<file path="config.mk">
export PLATFORM = sky130hd
export DESIGN_NAME = rxd_frame_sync
export DESIGN_NICKNAME = d
export VERILOG_FILES = /design/src/rtl/bpsk_pkg.sv /design/src/rtl/barker_corr.sv /design/src/rtl/rxd_frame_sync.sv
export SDC_FILE = /design/constraint.sdc
export NUM_CORES = 1
export LEC_CHECK = 0
export CELL_PAD_IN_SITES_DETAIL_PLACEMENT = 1
export CELL_PAD_IN_SITES_GLOBAL_PLACEMENT = 2
export CORE_ASPECT_RATIO = 0.8
export CORE_MARGIN = 3
export CORE_UTILIZATION = 37
export DETAILED_ROUTE_END_ITERATION = 8
export PLACE_DENSITY = 0.89
export SLEW_MARGIN = 20
export SYNTH_ARGS = -nofsm -noshare
export SYNTH_HDL_FRONTEND = slang
export SYNTH_HIERARCHICAL = 1
export SYNTH_SLANG_ARGS = --single-unit
</file>
<file path="constraint.sdc">
create_clock -name clk_sig -period 5.55 [get_ports clk_sig]
set_clock_uncertainty 0.15 [all_clocks]
set_input_delay 1.11 -clock clk_sig [delete_from_list [all_inputs] [get_ports clk_sig]]
set_output_delay 1.11 -clock clk_sig [all_outputs]
set_load 0.02 [all_outputs]
</file>
<file path="src/rtl/bpsk_pkg.sv">
// Shared BPSK link constants: Barker sync word, frame geometry and the
// receive-side frame-sync state encoding. Usable by transmit and receive.
package bpsk_pkg;

    localparam int                    BARKER_LEN   = 7;
    localparam logic [BARKER_LEN-1:0] BARKER_DEF   = 7'b1110010;
    localparam int                    DATA_LEN_DEF = 50;
    localparam int                    MISS_MAX_DEF = 3;

    typedef enum logic [1:0] {
        ST_SEARCH = 2'd0,
        ST_DATA   = 2'd1,
        ST_CHECK  = 2'd2
    } sync_state_t;

    // Number of window positions that agree with the sync word (0..7).
    function automatic logic [2:0] barker_matches(input logic [BARKER_LEN-1:0] win,
                                                  input logic [BARKER_LEN-1:0] sync_word);
        logic [2:0] cnt;
        cnt = '0;
        for (int i = 0; i < BARKER_LEN; i++) begin
            if (win[i] == sync_word[i]) begin
                cnt = cnt + 3'd1;
            end
        end
        return cnt;
    endfunction

endpackage

</file>
<file path="src/rtl/barker_corr.sv">
// Seven-bit sliding window with combinational Barker match count. The count
// already includes the bit being accepted on the current edge.
module barker_corr
    import bpsk_pkg::*;
#(
    parameter logic [BARKER_LEN-1:0] BARKER = BARKER_DEF
) (
    input  logic       clk_sig,
    input  logic       reset_sig,
    input  logic       bit_sig,
    input  logic       vld,
    output logic [2:0] match_cnt
);

    logic [BARKER_LEN-1:0] window;
    logic [BARKER_LEN-1:0] window_nxt;

    assign window_nxt = {window[BARKER_LEN-2:0], bit_sig};
    assign match_cnt  = barker_matches(window_nxt, BARKER);

    always_ff @(posedge clk_sig or posedge reset_sig) begin
        if (reset_sig) begin
            window <= '0;
        end else if (vld) begin
            window <= window_nxt;
        end
    end

endmodule

</file>
<file path="src/rtl/rxd_frame_sync.sv">
// Receive frame synchroniser: finds the Barker sync word in either carrier
// polarity, deframes coded bit pairs and flywheels through missed sync words.
module rxd_frame_sync
    import bpsk_pkg::*;
#(
    parameter logic [BARKER_LEN-1:0] BARKER   = BARKER_DEF,
    parameter int                    THRESH   = 6,
    parameter int                    DATA_LEN = DATA_LEN_DEF,
    parameter int                    MISS_MAX = MISS_MAX_DEF
) (
    input  logic        clk_sig,
    input  logic        reset_sig,
    input  logic        bit_sig,
    input  logic        bit_vld,
    output logic [1:0]  pair_sig,
    output logic        pair_vld,
    output logic        frame_start,
    output logic        lock_sig,
    output logic        inv_sig,
    output sync_state_t state_dbg
);

    localparam int BIT_W  = $clog2(DATA_LEN);
    localparam int MISS_W = $clog2(MISS_MAX + 1);

    localparam logic [BIT_W-1:0]  LAST_DATA  = BIT_W'(DATA_LEN - 1);
    localparam logic [BIT_W-1:0]  LAST_CHECK = BIT_W'(BARKER_LEN - 1);
    localparam logic [BIT_W-1:0]  BIT_ONE    = BIT_W'(1);
    localparam logic [MISS_W-1:0] MISS_LIM   = MISS_W'(MISS_MAX);
    localparam logic [MISS_W-1:0] MISS_ONE   = MISS_W'(1);
    localparam logic [2:0]        NORM_MIN   = 3'(THRESH);
    localparam logic [2:0]        INV_MAX    = 3'(BARKER_LEN - THRESH);

    sync_state_t       state, state_nxt;
    logic [BIT_W-1:0]  bit_cnt, bit_cnt_nxt;
    logic [MISS_W-1:0] miss_cnt, miss_nxt, miss_inc;
    logic              held, held_nxt;
    logic [1:0]        pair_sig_nxt;
    logic              pair_vld_nxt, frame_start_nxt, lock_nxt, inv_nxt;

    logic [2:0] match_cnt;
    logic       norm_hit, inv_hit, chk_hit, dat;

    barker_corr #(
        .BARKER (BARKER)
    ) u_corr (
        .clk_sig   (clk_sig),
        .reset_sig (reset_sig),
        .bit_sig   (bit_sig),
        .vld       (bit_vld),
        .match_cnt (match_cnt)
    );

    assign norm_hit  = (match_cnt >= NORM_MIN);
    assign inv_hit   = (match_cnt <= INV_MAX);
    // A sync check only succeeds in the polarity we locked on.
    assign chk_hit   = inv_sig ? inv_hit : norm_hit;
    assign dat       = bit_sig ^ inv_sig;
    assign miss_inc  = miss_cnt + MISS_ONE;
    assign state_dbg = state;

    always_ff @(posedge clk_sig or posedge reset_sig) begin
        if (reset_sig) begin
            state       <= ST_SEARCH;
            bit_cnt     <= '0;
            miss_cnt    <= '0;
            held        <= 1'b0;
            pair_sig    <= 2'b00;
            pair_vld    <= 1'b0;
            frame_start <= 1'b0;
            lock_sig    <= 1'b0;
            inv_sig     <= 1'b0;
        end else begin
            state       <= state_nxt;
            bit_cnt     <= bit_cnt_nxt;
            miss_cnt    <= miss_nxt;
            held        <= held_nxt;
            pair_sig    <= pair_sig_nxt;
            pair_vld    <= pair_vld_nxt;
            frame_start <= frame_start_nxt;
            lock_sig    <= lock_nxt;
            inv_sig     <= inv_nxt;
        end
    end

    always_comb begin
        state_nxt       = state;
        bit_cnt_nxt     = bit_cnt;
        miss_nxt        = miss_cnt;
        held_nxt        = held;
        pair_sig_nxt    = pair_sig;
        pair_vld_nxt    = 1'b0;
        frame_start_nxt = 1'b0;
        lock_nxt        = lock_sig;
        inv_nxt         = inv_sig;
        if (bit_vld) begin
            unique case (state)
                ST_SEARCH: begin
                    if (norm_hit || inv_hit) begin
                        state_nxt       = ST_DATA;
                        lock_nxt        = 1'b1;
                        inv_nxt         = !norm_hit;
                        bit_cnt_nxt     = '0;
                        miss_nxt        = '0;
                        held_nxt        = 1'b0;
                        frame_start_nxt = 1'b1;
                    end
                end
                ST_DATA: begin
                    // Odd-index bits complete the pair started by the held bit.
                    if (bit_cnt[0]) begin
                        pair_sig_nxt = {held, dat};
                        pair_vld_nxt = 1'b1;
                    end else begin
                        held_nxt = dat;
                    end
                    if (bit_cnt == LAST_DATA) begin
                        state_nxt   = ST_CHECK;
                        bit_cnt_nxt = '0;
                        held_nxt    = 1'b0;
                    end else begin
                        bit_cnt_nxt = bit_cnt + BIT_ONE;
                    end
                end
                ST_CHECK: begin
                    if (bit_cnt == LAST_CHECK) begin
                        bit_cnt_nxt = '0;
                        if (chk_hit) begin
                            state_nxt       = ST_DATA;
                            miss_nxt        = '0;
                            frame_start_nxt = 1'b1;
                        end else if (miss_inc == MISS_LIM) begin
                            state_nxt = ST_SEARCH;
                            miss_nxt  = '0;
                            lock_nxt  = 1'b0;
                            inv_nxt   = 1'b0;
                        end else begin
                            state_nxt = ST_DATA;
                            miss_nxt  = miss_inc;
                        end
                    end else begin
                        bit_cnt_nxt = bit_cnt + BIT_ONE;
                    end
                end
                default: begin
                    state_nxt = ST_SEARCH;
                end
            endcase
        end
    end

endmodule

</file>
==> results of run 1 <==
area by class of cell:
class	instances	area [um^2]	share of cell area
multi-input combinational	124	1010	0.526
tap	55	68.8	0.0359
clock inverter	1	5.00	0.00261
timing repair buffer	17	155	0.0808
sequential	23	576	0.300
clock buffer	3	41.3	0.0215
inverter	17	63.8	0.0332
worst paths after layout:
kind	startpoint	endpoint	depth (start not counted)
max reg2reg	u_corr/window[0]$_DFFE_PP0P_	miss_cnt[1]$_DFFE_PP0P_	18
min	pair_sig[0]$_DFFE_PP0P_	pair_sig[0]$_DFFE_PP0P_	2
min reg2reg	pair_sig[0]$_DFFE_PP0P_	pair_sig[0]$_DFFE_PP0P_	2
max	bit_sig	miss_cnt[1]$_DFFE_PP0P_	20
max in group asynchronous	reset_sig	held$_DFFE_PP0P_	2
min in group asynchronous	reset_sig	u_corr/window[1]$_DFFE_PP0P_	2
routing by layer:
layer  vias to the layer above  track usage  wire (um)
met5                         -            0          0
met4                         0       0.0338         13
met3                         2       0.0397        104
met2                        14        0.249       1720
met1                       626        0.232       1950
li1                        635            -          -
cell usage in the layout, fill, tap and decap left out, drive strengths merged, types with 2 or more instances in the layout:
master,count
or2b,2
xor2,4
ha,14
o31ai,4
nor2,9
dfrtp,23
clkbuf,3
xnor2,9
buf,6
mux2,6
o22ai,5
clkdlybuf4s50,11
nand3,7
o311ai,2
nand2,15
a21oi,4
nand2b,3
mux2i,4
o2111ai,7
inv,17
o21ai,8
nor3,2
power groups by stage:
stage	sequential, mW	clock [mW]	combinational, mW
CTS	0.258	0.107	0.575
detailed placement	0.261	0	0.568
global route	0.269	0.114	0.656
finish	0.258	0.103	0.592
global placement	0.258	0	0.543
floorplan	0.268	0	0.377
timing repair:
| action | 4_1_cts | 5_1_grt |
|---|---|---|
| buffers inserted | 0 | 0 |
| gates resized for setup | 0 | 4 |
| setup endpoints to repair | 0 | 13 |
state kept, by name, indices dropped and copies added, names as in the netlist:
name,flops
state_dbg,2
frame_start,1
pair_sig,2
bit_cnt,6
lock_sig,1
held,1
u_corr/window,6
inv_sig,1
miss_cnt,2
pair_vld,1
critical path: stages:
cell and delay (ns):
sky130_fd_sc_hd__clkdlybuf4s50_1 0.48, sky130_fd_sc_hd__inv_1 0.06, sky130_fd_sc_hd__ha_1 0.38, sky130_fd_sc_hd__xnor2_4 0.23, sky130_fd_sc_hd__ha_1 0.28, sky130_fd_sc_hd__xnor2_1 0.22, sky130_fd_sc_hd__o22ai_2 0.11, sky130_fd_sc_hd__nor2_1 0.13
sky130_fd_sc_hd__ha_1 0.24, sky130_fd_sc_hd__nand2_1 0.08, sky130_fd_sc_hd__o31ai_1 0.08, sky130_fd_sc_hd__ha_1 0.21, sky130_fd_sc_hd__nand2_1 0.09, sky130_fd_sc_hd__xnor2_1 0.18, sky130_fd_sc_hd__xnor2_2 0.12, sky130_fd_sc_hd__xnor2_2 0.24
sky130_fd_sc_hd__xnor2_1 0.21, sky130_fd_sc_hd__o21ai_2 0.10, sky130_fd_sc_hd__or4_1 0.58, sky130_fd_sc_hd__o22ai_1 0.15
through the flow:
stage / util / hold slack (ns)
floorplan: - / 0.333
finish: 0.476 / 0.336
detailed placement: 0.457 / 0.329
global placement: 0.457 / 0.319
CTS: 0.468 / 0.348
global route: 0.476 / 0.378
==> out/metrics.sh, run 1 <==
OUTCOME='complete, no violations'
FIRST_GLOBAL_VIAS=1390
SEQUENTIALPOWERSHARE=0.270
REG2REG_SLACK_NS=1.25
ROOT_BUFFER='sky130_fd_sc_hd__clkbuf_8'
POSTPLACECELLAREA_MM2=0.00184
LAYOUTNONFILLERINSTCOUNT=240
P_SW_mW=0.437
CRITICAL_PATH.ENDPOINT_TYPE='flop'
HOLD_VIOL=0
POWERDENSITY_mW_PER_MM2=496
SYN_AREA_PER_CELL_UM2=9.79
CTS_TREE='yes'
TRITONCTS.NUM_BUFFERS=3
WORST_SETUP_PATH_START_KIND='primary input'
DESIGN.DIE.AREA_MM2=0.00526
CTS_BUFFER_DEPTH=2
SWITCHING_SHARE=0.459
LAYOUT_WORST_PATH_CYCLE_SHARE=0.950
ROUTED_WL_MM=3.79
FINALSETUPVIOLATIONS=0
STD_CELL_ROWS=20
GRT_PASS1_WL_MM=6.65
WORST-ENDPOINT-REQUIRED_NS=5.59
GP_CONGESTION=0.795
IO-PIN-COUNT=12
GRT_START_MAX_NET_PINS=18
FP.COREAREA_MM2=0.00403
DETAILEDROUTE.FIRSTITERATIONVIOLATIONS=81
PATH_MAX_FANOUT=4
PWR-SHARE-CLK=0.108
MAX-CAP-VIOLATIONS=0
DRT-PASS1-ITER-COUNT=4
SETUP_WS_NS=0.276
DP_HPWL_MM=2.95
GRT_OVERFLOW_TOTAL=0
FIN_TOTAL_PWR_mW=0.953
CLK_PIN_SLEW_WORST_PATHS_NS=0.08
SYNTHESIS.AREA_MM2=0.00164
NUMPLACEDINSTANCES=236
FINAL_PERIOD_MINUS_WORST_SETUP_SLACK_NS=5.27
SYN_NETS=185
NFILLCELLS=469
ANTENNA_VIOLATING_NETS_POST_ROUTE=0
WORSTHOLDPATHTYPE='flop to flop'
SYNTH-WARNING-COUNT=6
DRCVIOLATIONCOUNT=0
ROUTEDWLPERCELL_UM=15.8
DIE_W_UM=80.3
TIGHTEST_SLEW_NS=0.682
CLOCK_TREE.HTREE_LEVEL_COUNT=1
HIGHEST_CLOCK_RATE_GHz=0.190
TOTAL_LEAKAGE_POWER_nW=0.835
AREA_DELTA_SYNTH_FINAL_PCT=17.4
EFFECTIVE_UTILIZATION_AT_FLOORPLAN=0.406
ANTENNA_CELLS=0
HOLDBUFCOUNTCTS=0
NETS=204
LAYOUT.CELL_AREA.NON_FILLER_MM2=0.00192
PRE_CTS_WS_NS=-0.150
DETAIL_ROUTE.VIAS_PER_CELL=5.32
CTS_NUM_SINKS=23
GLOBAL_ROUTE.USAGE.TOTAL=0.162
IR_DROP_uV=254
SLEW-LIMIT-HEADROOM=0.545
COMBINATIONAL_FRACTION_OF_DESIGN_POWER=0.622
CLOCK_LATENCY_NS=0.26
TIMING.FINAL.MAX_SLEW_VIOLATIONS=0
SYNTHCELLS=167
VIA_COUNT=1277
ANTENNA_VIOLATIONS_BEFORE_REPAIR=0
CRITICAL_PATH_CLASS='primary input to flop'
ARRIVAL_NS=5.31
PORT_BUFFERS=11
DIE_H_UM=65.5
POWER_REPORT.INTERNAL_TOTAL_mW=0.516
FINAL.SETUP.TNS_NS=0
DRIVE_GT1_FRAC=0.157
Power figures use the tool's default switching activity.
==> inputs of run 2 (changes only) <==
--- a/config.mk
+++ b/config.mk
@@ -9,9 +9,9 @@
 export CELL_PAD_IN_SITES_GLOBAL_PLACEMENT = 2
 export CORE_ASPECT_RATIO = 0.8
 export CORE_MARGIN = 3
-export CORE_UTILIZATION = 37
+export CORE_UTILIZATION = 35
 export DETAILED_ROUTE_END_ITERATION = 8
-export PLACE_DENSITY = 0.89
+export PLACE_DENSITY = 0.86
 export SLEW_MARGIN = 20
 export SYNTH_ARGS = -nofsm -noshare
 export SYNTH_HDL_FRONTEND = slang
==> out/metrics.sh, run 2 (synthesis results as in run 1) <==
TIMING.FINAL.MAX_SLEW_VIOLATIONS=0  # unchanged
DESIGN.DIE.AREA_MM2=0.00553  # +5.2%
FINALSETUPVIOLATIONS=0  # unchanged
CRITICAL_PATH_CLASS='primary input to flop'
PORT_BUFFERS=11  # unchanged
CTS_TREE='yes'
CRITICAL_PATH.ENDPOINT_TYPE='flop'
SETUP_WS_NS=0.348  # +0.0713 ns
PRE_CTS_WS_NS=-0.334  # -0.184 ns
LAYOUT.AREA.SEQ_UM2=576  # unchanged
TRITONCTS.NUM_BUFFERS=3  # unchanged
AREA_DELTA_SYNTH_FINAL_PCT=17.7
LAYOUTNONFILLERINSTCOUNT=244  # +1.7%
HOLDBUFCOUNTCTS=0  # unchanged
LAYOUT.CELL_AREA.NON_FILLER_MM2=0.00192  # +0.26%
UPPERMOST_ROUTED_LAYER='met4'
ANTENNA_CELLS=0  # unchanged
GP_CONGESTION=0.798  # +0.42%
DRT-PASS1-ITER-COUNT=4  # unchanged
WORSTHOLDPATHTYPE='flop to flop'
GRT_OVERFLOW_TOTAL=0  # unchanged
MOSTFREQUENTLAYOUTCELL='sky130_fd_sc_hd__dfrtp_1'
FIN_TOTAL_PWR_mW=0.971  # +2.0%
NETS=206  # +0.98%
FIRST_GLOBAL_VIAS=1470  # +5.8%
ROUTEDWLPERCELL_UM=16.4  # +4.1%
WL_MET1_MM=1.88  # -3.5%
EFFECTIVE_UTILIZATION_AT_FLOORPLAN=0.377  # -0.0287
SLEW-LIMIT-HEADROOM=0.517  # -0.0277
ARRIVAL_NS=5.24  # -0.07 ns
WL_MET3_UM=69  # -34%
HOLD_SLACK_NS=0.361  # +0.0256 ns
IR_DROP_uV=222  # -13%
DRCVIOLATIONCOUNT=0  # unchanged
NUMPLACEDINSTANCES=238  # +0.85%
HIGHEST_CLOCK_RATE_GHz=0.192  # +1.4%
UNREPAIRED_SETUP_ENDPOINTS_AFTER_GLOBAL_ROUTING='no'
DETAIL_ROUTE.VIAS_PER_CELL=5.28  # -0.72%
STD_CELL_ROWS=21  # +5.0%
POWERDENSITY_mW_PER_MM2=505  # +1.7%
LAYOUT.CELLS.MOST_COMMON_LIST='23 x sky130_fd_sc_hd__dfrtp_1, 17 x sky130_fd_sc_hd__inv_1, 15 x sky130_fd_sc_hd__nand2_1, 14 x sky130_fd_sc_hd__ha_1, 11 x sky130_fd_sc_hd__clkdlybuf4s50_1'
DIE_H_UM=67.1  # +2.6%
GRT_PASS1_WL_MM=6.93  # +4.1%
CTS_NUM_SINKS=23  # unchanged
IO-PIN-COUNT=12  # unchanged
DP_HPWL_MM=3.12  # +5.5%
POSTPLACECELLAREA_MM2=0.00184  # +0.14%
ANTENNA_VIOLATING_NETS_POST_ROUTE=0  # unchanged
CLOCK_LATENCY_NS=0.27  # about the same
DETAILEDROUTE.FIRSTITERATIONVIOLATIONS=44  # -46%
CTS_BUFFER_DEPTH=2  # unchanged
OUTCOME='complete, no violations'
FINAL_PERIOD_MINUS_WORST_SETUP_SLACK_NS=5.20  # -0.0713 ns
DRIVE_GT1_FRAC=0.160  # +0.00367
GRT_START_MAX_NET_PINS=18  # unchanged
ROUTED-WL-MET2_MM=2.02  # +17%
NFILLCELLS=495  # +5.5%
CLK_PIN_SLEW_WORST_PATHS_NS=0.09  # about the same
TIGHTEST_SLEW_NS=0.724  # +0.0415 ns
ROOT_BUFFER='sky130_fd_sc_hd__clkbuf_8'
LAYOUT_WORST_PATH_CYCLE_SHARE=0.937  # -0.0128
HOLD_VIOL=0  # unchanged
MULTI_INPUT_AREA_UM2=998  # -1.1%
CLOCK_TREE.HTREE_LEVEL_COUNT=1  # unchanged
VIA_COUNT=1289  # +0.94%
ANTENNA_VIOLATIONS_BEFORE_REPAIR=0  # unchanged
MAX-CAP-VIOLATIONS=0  # unchanged
WORST_SETUP_PATH_START_KIND='primary input'
DIE_W_UM=82.4  # +2.6%
REG_TOP3='bit_cnt: 6 flops, u_corr/window: 6 flops'
TOTAL_LEAKAGE_POWER_nW=0.841  # +0.66%
PATH_MAX_FANOUT=3  # -1
FP.COREAREA_MM2=0.00434  # +7.6%
ROUTED_WL_MM=4.01  # +5.9%
GLOBAL_ROUTE.USAGE.TOTAL=0.165  # +0.00273
WORST-ENDPOINT-REQUIRED_NS=5.59  # about the same
## run 2: worst max-delay path: stages
cell and delay, ns:
sky130_fd_sc_hd__clkdlybuf4s50_1 0.48, sky130_fd_sc_hd__inv_1 0.06, sky130_fd_sc_hd__ha_1 0.34, sky130_fd_sc_hd__xnor2_2 0.16, sky130_fd_sc_hd__ha_1 0.30, sky130_fd_sc_hd__xnor2_1 0.14, sky130_fd_sc_hd__o22ai_2 0.16, sky130_fd_sc_hd__nor2_1 0.08
sky130_fd_sc_hd__ha_1 0.28, sky130_fd_sc_hd__nand2_1 0.06, sky130_fd_sc_hd__o31ai_1 0.10, sky130_fd_sc_hd__ha_1 0.21, sky130_fd_sc_hd__nand2_1 0.07, sky130_fd_sc_hd__xnor2_1 0.26, sky130_fd_sc_hd__xnor2_2 0.13, sky130_fd_sc_hd__xnor2_2 0.18
sky130_fd_sc_hd__buf_4 0.16, sky130_fd_sc_hd__xor2_1 0.15, sky130_fd_sc_hd__a211o_1 0.33, sky130_fd_sc_hd__or3_1 0.32, sky130_fd_sc_hd__o22ai_1 0.17
## run 2: path summary, 6_finish.rpt
kind	from	to	slack, ns	depth (start not counted)
worst max-delay path	bit_sig	state_dbg[0]$_DFFE_PP0P_	0.35	21
worst min-delay path	lock_sig$_DFFE_PP0P_	lock_sig$_DFFE_PP0P_	0.36	2
worst max register to register	u_corr/window[0]$_DFFE_PP0P_	state_dbg[0]$_DFFE_PP0P_	1.31	20
worst min register to register	lock_sig$_DFFE_PP0P_	lock_sig$_DFFE_PP0P_	0.36	2
max in group asynchronous	reset_sig	state_dbg[1]$_DFFE_PP0P_	3.64	2
min in group asynchronous	reset_sig	u_corr/window[5]$_DFFE_PP0P_	0.94	2
## run 2: timing repair
action,4_1_cts,5_1_grt
endpoints found under the setup margin,3,10
pin swaps,0,2
resized for setup,1,2
setup buffers,0,2
## run 2: through the flow
stage	util	TNS (ns)
after floorplan	-	0
after global placement	0.425	-0.104
after detailed placement	0.425	-2.68
after CTS	0.437	0
after global routing	0.444	0
final	0.444	0
## run 2: layer usage
layer | up-vias | GRT usage
li1 | 635 | -
met2 | 11 | 0.303
met4 | 0 | 0.0560
met5 | - | 0
met3 | 4 | 0.0213
met1 | 639 | 0.197
## run 2: layout make-up
type / count / area share
Timing Repair Buffer: 19 / 0.0884
Clock buffer: 4 / 0.0234
Inverter: 17 / 0.0332
Tap cell: 57 / 0.0371
Sequential cell: 23 / 0.299
Multi-Input combinational cell: 124 / 0.519
## run 2: where the power goes
part | switching, mW | internal (mW)
clock network | 0.0548 | 0.0513
registers | 0.0526 | 0.207
logic | 0.338 | 0.268
total | 0.445 | 0.526
